### config.mk
export PLATFORM = sky130hd
export DESIGN_NAME = md_issue_queue
export DESIGN_NICKNAME = d
export VERILOG_FILES = /design/src/rtl/md_issue_queue.sv
export SDC_FILE = /design/constraint.sdc
export NUM_CORES = 1
export LEC_CHECK = 0
export ABC_AREA = 1
export BUFFER_PORTS_ARGS = -buffer_cell sky130_fd_sc_hd__buf_4
export CAP_MARGIN = 10
export CORE_ASPECT_RATIO = 1.75
export CORE_MARGIN = 4
export CORE_UTILIZATION = 63
export DETAILED_ROUTE_END_ITERATION = 8
export PLACE_DENSITY = 0.91
export SLEW_MARGIN = 20
export SYNTH_ARGS = -nofsm -noshare
export SYNTH_HDL_FRONTEND = slang
export SYNTH_SLANG_ARGS = --single-unit
### constraint.sdc
create_clock -name clk -period 8.6 [get_ports clk]
set_input_delay 0.43 -clock clk [delete_from_list [all_inputs] [get_ports clk]]
set_output_delay 0.43 -clock clk [all_outputs]
set_load 0.03 [all_outputs]
### src/rtl/md_issue_queue.sv
// rtl/md_issue_queue.sv - in-order HI/LO request queue in front of the multiply/divide unit
// Optional MDQ_FLUSH_EN: adds a flush input that drops queued work and suppresses issue.
module md_issue_queue #(
    parameter int DEPTH = 4,
    parameter int PTR_W = 2
) (
    input  logic        clk,
    input  logic        reset,
`ifdef MDQ_FLUSH_EN
    input  logic        flush,
`endif
    input  logic        req_valid,
    output logic        req_ready,
    input  logic [3:0]  req_type,
    input  logic        req_write,
    input  logic        req_dst,
    input  logic        req_unsigned,
    input  logic [31:0] req_a,
    input  logic [31:0] req_b,
    input  logic        hlu_busy,
    output logic [3:0]  hlu_type,
    output logic        hlu_write,
    output logic        hlu_dst,
    output logic        hlu_unsigned,
    output logic [31:0] hlu_a,
    output logic [31:0] hlu_b,
    input  logic        rd_req,
    input  logic        rd_dst,
    output logic        rd_stall
);

    typedef struct packed {
        logic [3:0]  typ;
        logic        write;
        logic        dst;
        logic        uns;
        logic [31:0] a;
        logic [31:0] b;
    } entry_t;

    localparam logic [PTR_W:0]   FULL_CNT = (PTR_W+1)'(DEPTH);
    localparam logic [PTR_W:0]   CNT_ONE  = (PTR_W+1)'(1);
    localparam logic [PTR_W-1:0] PTR_ONE  = PTR_W'(1);

    entry_t           mem [DEPTH];
    entry_t           head_e;
    entry_t           new_e;
    logic [PTR_W-1:0] head;
    logic [PTR_W-1:0] tail;
    logic [PTR_W:0]   count;
    logic             issue_q;
    logic             dst_q;
    logic             flush_now;
    logic             push;
    logic             issue;

`ifdef MDQ_FLUSH_EN
    assign flush_now = flush;
`else
    assign flush_now = 1'b0;
`endif

    assign req_ready = (count != FULL_CNT);
    assign head_e    = mem[head];
    assign new_e     = '{req_type, req_write, req_dst, req_unsigned, req_a, req_b};
    assign push      = req_valid & req_ready & ((req_type != 4'd0) | req_write) & ~flush_now;
    // issue_q covers the one cycle before the unit's busy flag reflects a new mult/div
    assign issue     = (count != '0) & ~hlu_busy & ~issue_q & ~flush_now;

    always_ff @(posedge clk) begin
        if (push) begin
            mem[tail] <= new_e;
        end
    end

    always_ff @(posedge clk or negedge reset) begin
        if (!reset) begin
            head         <= '0;
            tail         <= '0;
            count        <= '0;
            issue_q      <= 1'b0;
            hlu_type     <= 4'd0;
            hlu_write    <= 1'b0;
            dst_q        <= 1'b0;
            hlu_unsigned <= 1'b0;
            hlu_a        <= 32'd0;
            hlu_b        <= 32'd0;
        end else if (flush_now) begin
            head      <= '0;
            tail      <= '0;
            count     <= '0;
            issue_q   <= 1'b0;
            hlu_type  <= 4'd0;
            hlu_write <= 1'b0;
        end else begin
            if (push) begin
                tail <= tail + PTR_ONE;
            end
            if (issue) begin
                head <= head + PTR_ONE;
            end
            if (push && !issue) begin
                count <= count + CNT_ONE;
            end else if (issue && !push) begin
                count <= count - CNT_ONE;
            end
            issue_q <= issue & (head_e.typ != 4'd0);
            if (issue) begin
                hlu_type     <= head_e.typ;
                hlu_write    <= head_e.write;
                dst_q        <= head_e.dst;
                hlu_unsigned <= head_e.uns;
                hlu_a        <= head_e.a;
                hlu_b        <= head_e.b;
            end else begin
                hlu_type  <= 4'd0;
                hlu_write <= 1'b0;
            end
        end
    end

    assign hlu_dst  = hlu_write ? dst_q : rd_dst;
    assign rd_stall = rd_req & (req_valid | (count != '0) | (hlu_type != 4'd0) |
                                hlu_write | issue_q | hlu_busy);

endmodule

[After elaboration in Yosys (flattened, before gate mapping)]
Memories as Yosys holds them, arrays and structs flattened.
Index checks and enable logic that the tools add are counted.
Storage, ports and cells
  flip-flop bits (word level): 79
  word-level logic and storage cells: 46
  RAM bits: 284
  memories: 1
  output and inout port bits: 73
Cells by class
  reduce and logical (&&, ||, !) cells: 9
  bitwise gates (word level): 14
  add/sub/neg operators: 4
  equal/unequal tests: 1
  mux-type cells: 7
Memories
  mem: words 4, width 71, read ports 1, clocked after Yosys merged registers in 0, wr ports 1, RTL line 45  | entry_t mem [DEPTH];
Operator list (number)
  $reduce_bool 4->1: 3
  $and 1x1->1: 6
  $mux 3: 2
  $or 1x1->1: 6
  $add 2x1->2 const B: 2
  $mux 1: 4
  $mux 4: 1
  $add 3x1->3 const B: 1
  $ne 3x3->1 const B: 1
  $reduce_bool 3->1: 1
  $sub 3x1->3 const B: 1
  $logic_and 1x1->1: 2
  $logic_not 1->1: 2
  $not 1->1: 2
  $reduce_bool 2->1: 1

[Depth between registers and ports, before layout]
Gate-level depths: netlist of the first run.
  word-level depth: 7
  gate-level depth with buffers: 11
  depth with buffers taken out: 11

[Least setup slack after synthesis of the first run]
OpenSTA, ideal clock, no wires.
  path kind: flip-flop to flip-flop
  start: register count[0]
  end: memory mem[0][0] (netlist name) (enable)
  clock period less this slack: 4.370 ns
  path slack: 4.230 ns
  stages on the path, launching flop included: 5
  data arrival time: 3.869 ns
  buffers on the path: 0
  setup time: 0.501 ns
  path through: dfrtp_1 -> inv_1 -> a31oi_1 -> nand2_1 -> nor2_1
On the way
  longest elaborated chain between the ends: 5
RTL lines
  from (decl): RTL line 50  | logic [PTR_W:0] count;
  from (signal assigned): RTL line 103  | count <= count + CNT_ONE;
  from (signal assigned): RTL line 105  | count <= count - CNT_ONE;
  $ne 3x3->1: RTL line 63  | assign req_ready = (count != FULL_CNT);
  $and 1x1->1 (2 in series): RTL line 66  | assign push = req_valid & req_ready & ((req_type != 4'd0) | req_write) & ~flush_now;
  $mux 1: RTL line 71  | if (push) begin
  $mux 1 (not written as such): RTL line 72  | mem[tail] <= new_e;
  to (decl): RTL line 45
No other way between the ends.

[Final worst setup path of the first run]
  start: register count[0]
  end: memory mem[1][2] (netlist name) (enable)
The elaborated chain is that of the path after synthesis.

==> results of run 1 <==
-- sequential cells by signal, indices dropped and copies added (netlist names), 2 cells and up --
register	flops
mem	284
hlu_a	32
hlu_type	4
count	3
hlu_b	32
tail	2
head	2
-- worst max-delay path: cells and delay by family (launching register included) --
family	cells	cell delay, ns
AO/OA/AOI/OAI	1	0.30
buffers and inverters	2	0.80
flip-flops	1	0.42
AND/OR/NAND/NOR	2	1.11
-- per-layer routing --
| metal | up-vias | track usage (%) |
|---|---|---|
| met5 | - | 0 |
| met4 | 0 | 11.0 |
| met3 | 62 | 3.30 |
| met2 | 410 | 44.3 |
| met1 | 4450 | 27.5 |
| li1 | 4097 | - |
-- through the flow --
stage          area, um^2  cells  setup WS (ns)  hold slack (ns)
2_1_floorplan       13900   1124           4.23            0.134
3_3_place_gp        15100   1513           5.64            0.447
3_5_place_dp        15100   1513           5.60            0.443
4_1_cts             16000   1567           5.56           0.0683
5_1_grt             16000   1570           5.32           0.0731
6_report            16000   1570           5.56           0.0840
-- cell families (layout without fill, tap and decap cells) --
family | Yosys count | count (layout) | synth area share [%]
compound gates | 203 | 203 | 7.33
other cells | 0 | 3 | 0
flops | 363 | 363 | 75.6
buf+inv | 78 | 229 | 3.34
xor+xnor | 3 | 3 | 0.189
fa+ha+maj | 6 | 6 | 0.595
simple gates | 471 | 471 | 12.9
-- power groups by stage --
stage | Clock, uW | Sequential [uW] | Combinational [uW]
6_report | 1290 | 2640 | 2000
5_1_grt | 1370 | 2680 | 2180
4_1_cts | 1300 | 2640 | 2000
3_5_place_dp | 0 | 2660 | 1980
3_3_place_gp | 0 | 2650 | 1900
2_1_floorplan | 0 | 2880 | 1150
-- synthesized netlist by cell type (12+ instances only) --
cell	count	share of area (%)
nor2_1	421	11
o21ai_0	80	2.9
a21oi_1	68	2.5
buf_4	17	0.92
edfxtp_1	284	61
clkbuf_1	15	0.41
nand2_1	35	0.95
dfrtp_1	79	14
inv_1	15	0.41
o21ai_1	54	1.9
nand3_1	12	0.43
buf_2	17	0.61
-- layout make-up --
cell class                      instances  area (um^2)  area share, %
Sequential cell                       363        10500           65.6
Multi-Input combinational cell        683         2960           18.4
Timing Repair Buffer                  159         1200           7.46
Clock buffer                           35          768           4.79
Tap cell                              292          365           2.28
Clock inverter                         18          159          0.991
Inverter                               17         66.3          0.414
Antenna cell                            3         7.51         0.0468
-- final timing paths --
kind | startpoint | end | slack (ns) | cells after the start
setup / recovery | count[0] | mem[1][2] | 5.56 | 5
setup reg to reg | count[0] | mem[1][2] | 5.56 | 5
min in group asynchronous | reset | tail[0] | 0.42 | 2
max in group asynchronous | reset | head[0] | 7.11 | 3
hold reg to reg | hlu_a[0] | hlu_a[0] | 0.53 | 2
hold / removal | req_b[17] | mem[0][17] | 0.08 | 1
==> flow_summary.yaml, run 1 <==
clock_network:
  cts.sinks: 363
  hold_buffers: 1
  clockRootBuffer: "clkbuf_16"
  cts-resized-gates: 0
  clockBufferDepth: 3
  htree_num_levels: 1
  cts_setup_buffers: 0
  cts_made_buffers: 29
  clk_pin_slew_ns: 0.07
  clk_latency_ns: 0.54
  cts_tree: "built"
yosys:
  syn_inst: 1124
  synth-seq-cells: 363
  ys_async_sr_fraction_pct: 21.8
  synth_nets: 1207
  ys_warn_count: 0
  synth_edf_count: 284
  synthesis.area_mm2: 0.0139
  syn_area_per_cell_um2: 12.4
  synth-seq-area-share_pct: 75.6
  synth_cell_types: 23
  synth-main-ff-cell: "edfxtp_1"
timing:
  slew_headroom_pct: 26.9
  post-route-period-util_pct: 35.4
  rsz0062_at_grt: "false"
  min_period_ns: 3.04
  skew_ns: 0.0100
  final_max_slew_viol_count: 0
  tightestPinTransition_ns: 1.10
  setup_viol: 0
  final-hold-violation-count: 0
  fmax_mhz: 329
  tns_ns: 0
cells_and_area:
  final_util_pct: 74.3
  final_common_cell: "nor2_1"
  fillCellCount: 1217
  final_cell_mix: "nor2_1 (417), edfxtp_1 (284), buf_4 (158)"
  drive_gt1_share_pct: 16.7
  area_delta_synth_final_pct: 15.4
  final_nets: 1336
critical_path:
  critPathKind: "register to register"
  critPathRequiredTime_ns: 8.77
  crit_chain: "inv_1 > a31oi_1 > nand2_1 > nor2_4 > buf_4"
  worstPathMaxFanout: 46
  crit_arrival_ns: 3.21
  startpoint_type: "register"
  cp_slowest_stage_delay_ns: 0.77
  end_kind: "register"
  critPathSlowestCell: "nor2_4"
placement:
  gp_congestion: 0.791
  io_buffers: 149
  place_hpwl_um: 16800
global_routing:
  grt_pass1_vias: 9073
  grt_max_degree: 102
  antenna_found_initial: 3
  grt_usage_pct: 24.0
  grt_pass1_wl_um: 45900
  grt_remaining_overflow: 0
floorplan:
  core.rowCount: 71
  ios: 150
  die_area_mm2: 0.0246
  die_width_um: 120
  die_h_um: 204
  core-area_mm2: 0.0216
  start_util_pct: 64.3
drt:
  vias_per_cell: 5.74
  drt_wl_total_um: 29800
  wire_per_inst_um: 19.0
  drc_errors: 0
  dr.max_layer_used: "met4"
  drtAntennaViolNets: 0
  vias: 9019
  dr_wl_met2_um: 16500
  drt_iter0_drc: 806
  wl_met1_um: 10200
  met3_length_um: 2100
  firstDrtPassIters: 5
flow_run:
  maxCapViolCount: 0
power_and_ir_drop:
  p_per_area_mw_per_mm2: 369
  p_comb_share_pct: 33.7
  swShare_pct: 37.6
  pwr-share-seq_pct: 44.6
  vdd.ir_drop.worst_mv: 0.247
  p_switching_uw: 2230
  power_leakage_uw: 0.00600
  clock_power_share_pct: 21.7
  p_int_uw: 3700
  power_uw: 5920
min_path:
  hold_path_class: "input port to register"
outcome:
  outcome: "complete, no violations"
(Power assumes the default switching activity.)
==> inputs of run 2 (changes only) <==
--- a/config.mk
+++ b/config.mk
@@ -10,9 +10,9 @@
 export CAP_MARGIN = 10
 export CORE_ASPECT_RATIO = 1.75
 export CORE_MARGIN = 4
-export CORE_UTILIZATION = 63
+export CORE_UTILIZATION = 53
 export DETAILED_ROUTE_END_ITERATION = 8
-export PLACE_DENSITY = 0.91
+export PLACE_DENSITY = 0.82
 export SLEW_MARGIN = 20
 export SYNTH_ARGS = -nofsm -noshare
 export SYNTH_HDL_FRONTEND = slang
==> constraint.sdc (replaced) <==
create_clock -name clk -period 2.62 [get_ports clk]
set_input_delay 0.131 -clock clk [delete_from_list [all_inputs] [get_ports clk]]
set_output_delay 0.131 -clock clk [all_outputs]
set_load 0.03 [all_outputs]
==> run 2 against run 1 <==
Net effect: die area increased by 18%; largest power group unchanged; clock power increased to 4.0 times the previous value; routed wire length increased by 7.2%; first-iteration DRC count increased by 2.5%; clock-buffer cell count increased by 2; critical endpoint is now count[2]; combinational power increased to 3.5 times the previous value; core utilization decreased by 7.8 points; sequential cell count unchanged.
==> flow_summary.yaml, run 2 (synthesis results as in run 1) <==
outcome:
  outcome: "complete, no violations"
power_and_ir_drop:
  p_switching_uw: 7490
  vdd.ir_drop.worst_mv: 0.921
  clock_power_share_pct: 25.1
  p_int_uw: 13200
  p_comb_share_pct: 33.7
  power_uw: 20700
  p_per_area_mw_per_mm2: 1200
  power_leakage_uw: 0.00650
  pwr-share-seq_pct: 41.1
  swShare_pct: 36.2
clock_network:
  clockBufferDepth: 3
  clk_pin_slew_ns: 0.07
  cts.sinks: 363
  cts_tree: "built"
  clk_latency_ns: 0.56
  cts_made_buffers: 30
  cts-resized-gates: 0
  htree_num_levels: 1
  clockRootBuffer: "clkbuf_16"
drt:
  drc_errors: 0
  firstDrtPassIters: 5
  drtAntennaViolNets: 0
  vias: 9236
  wire_per_inst_um: 19.0
  vias_per_cell: 5.48
  drt_wl_total_um: 32000
  drt_iter0_drc: 826
cells_and_area:
  final_util_pct: 66.5
  fillCellCount: 1722
  reg_top3: "mem: 284 flops, hlu_a: 32 flops, hlu_b: 32 flops"
  top_register: "mem"
  area_delta_synth_final_pct: 23.9
  drive_gt1_share_pct: 17.4
  final_common_cell: "nor2_1"
  final_nets: 1423
  layout.cells.non_filler: 1685
  final_cell_mix: "nor2_1 (417), edfxtp_1 (284), buf_4 (168)"
  largest_register_ffs: 284
timing:
  setup_viol: 0
  slew_headroom_pct: 35.5
  skew_ns: 0.0135
  min_period_ns: 2.26
  tightestPinTransition_ns: 0.968
  fmax_mhz: 442
  final_max_slew_viol_count: 0
  final-hold-violation-count: 0
  rsz0062_at_grt: "false"
  tns_ns: 0
  post-route-period-util_pct: 86.3
floorplan:
  die_h_um: 222
  die_width_um: 130
  die_area_mm2: 0.0290
  ios: 150
  core.rowCount: 78
  start_util_pct: 53.7
  core-area_mm2: 0.0259
flow_run:
  maxCapViolCount: 0
critical_path:
  cp_common_cell: "inv_1"
  startpoint_type: "register"
  cp_top_family: "adder cells"
  crit_arrival_ns: 2.73
  critPathSlowestCell: "dfrtp_1"
  worstPathMaxFanout: 3
  critPathRequiredTime_ns: 3.09
  critPathBufInv: 3
  critPathKind: "register to register"
  cp_slowest_stage_delay_ns: 0.41
  r2r_end: "count[2]"
  end_kind: "register"
  crit_chain: "inv_1 > a31oi_1 > nand2_1 > inv_1 > ha_1 > inv_1 > fa_1 > nor2_1 > nor2_1 > nand2_1 > xor2_1"
  reg2regPathDepth: 11
  cp-startpoint: "count[0]"
  r2r_setup_slack_ns: 0.36
  worstReg2RegStart: "count[0]"
placement:
  gp_congestion: 0.803
  place_inst: 1556
  io_buffers: 149
  place_hpwl_um: 18400
global_routing:
  antenna_found_initial: 1
  grt_remaining_overflow: 0
  grt_pass1_vias: 9436
  grt_usage_pct: 22.0
  grt_pass1_wl_um: 49500
  grt_max_degree: 70
min_path:
  whs_endpoint: "tail[1]"
  hold-path-cell-count: 5
  hold_path_class: "input port to register"
  worstHoldStart: "req_valid"
-- run 2: changes by cell type in the layout (fill, tap and decap cells not counted), sizes merged --
cell	previous run	this run
bufinv	2	9
dlygate4sd3	1	72
diode	3	1
clkbuf	35	37
clkinv	14	5
inv	17	19
buf	158	173
clkinvlp	2	3
-- run 2: worst max-delay path by stage --
stage                end  slack [ns]  cells past startpoint
3_3_place_gp    count[2]        0.58                     10
4_1_cts         count[2]        0.49                     10
3_5_place_dp    hlu_a[7]        0.55                      5
6_report        count[2]        0.36                     11
2_1_floorplan  mem[0][0]       -0.61                      4
5_1_grt         count[2]        0.14                     11
-- run 2: what timing repair did --
item                      4_1_cts  5_1_grt
hold endpoints to repair      342        0
setup buffers                   0        0
hold buffers                   72        0
-- run 2: per-stage QoR --
| stage | setup slack [ns] | hold slack [ns] | area (um^2) |
|---|---|---|---|
| final | 0.358 | 0.0311 | 17200 |
| after detailed placement | 0.548 | 0.330 | 15300 |
| after global routing | 0.136 | 0.0696 | 17200 |
| after floorplan | -0.605 | -0.165 | 13900 |
| after CTS | 0.489 | 0.0197 | 17200 |
| after global placement | 0.578 | 0.302 | 15300 |
-- run 2: power groups by stage --
stage / Sequential [uW] / Clock (uW) / Combinational, uW
after global routing: 8630 / 5510 / 7680
after global placement: 8550 / 0 / 6630
final: 8510 / 5200 / 6990
after detailed placement: 8600 / 0 / 6840
after floorplan: 9400 / 0 / 3770
after CTS: 8490 / 5250 / 6990
-- run 2: layout make-up --
cell class | instances | area (um^2) | area share, %
sequential | 363 | 10500 | 61.1
multi-input combinational | 683 | 2960 | 17.2
timing repair buffer | 245 | 2080 | 12.1
clock buffer | 37 | 838 | 4.87
tap | 320 | 400 | 2.33
clock inverter | 19 | 343 | 1.99
inverter | 17 | 66.3 | 0.386
antenna | 1 | 2.50 | 0.0145
-- run 2: tightest hold or removal path, cell delays in order --
cell,delay [ns]
buf_4,0.11
inv_1,0.08
a31oi_1,0.09
nand3_1,0.08
nand2_1,0.05
-- run 2: per-layer routing --
layer	part of all wire, %	track usage, %
met1	36	26.4
met2	54	39.3
met3	5.8	2.84
met4	3.9	9.13
met5	0	0
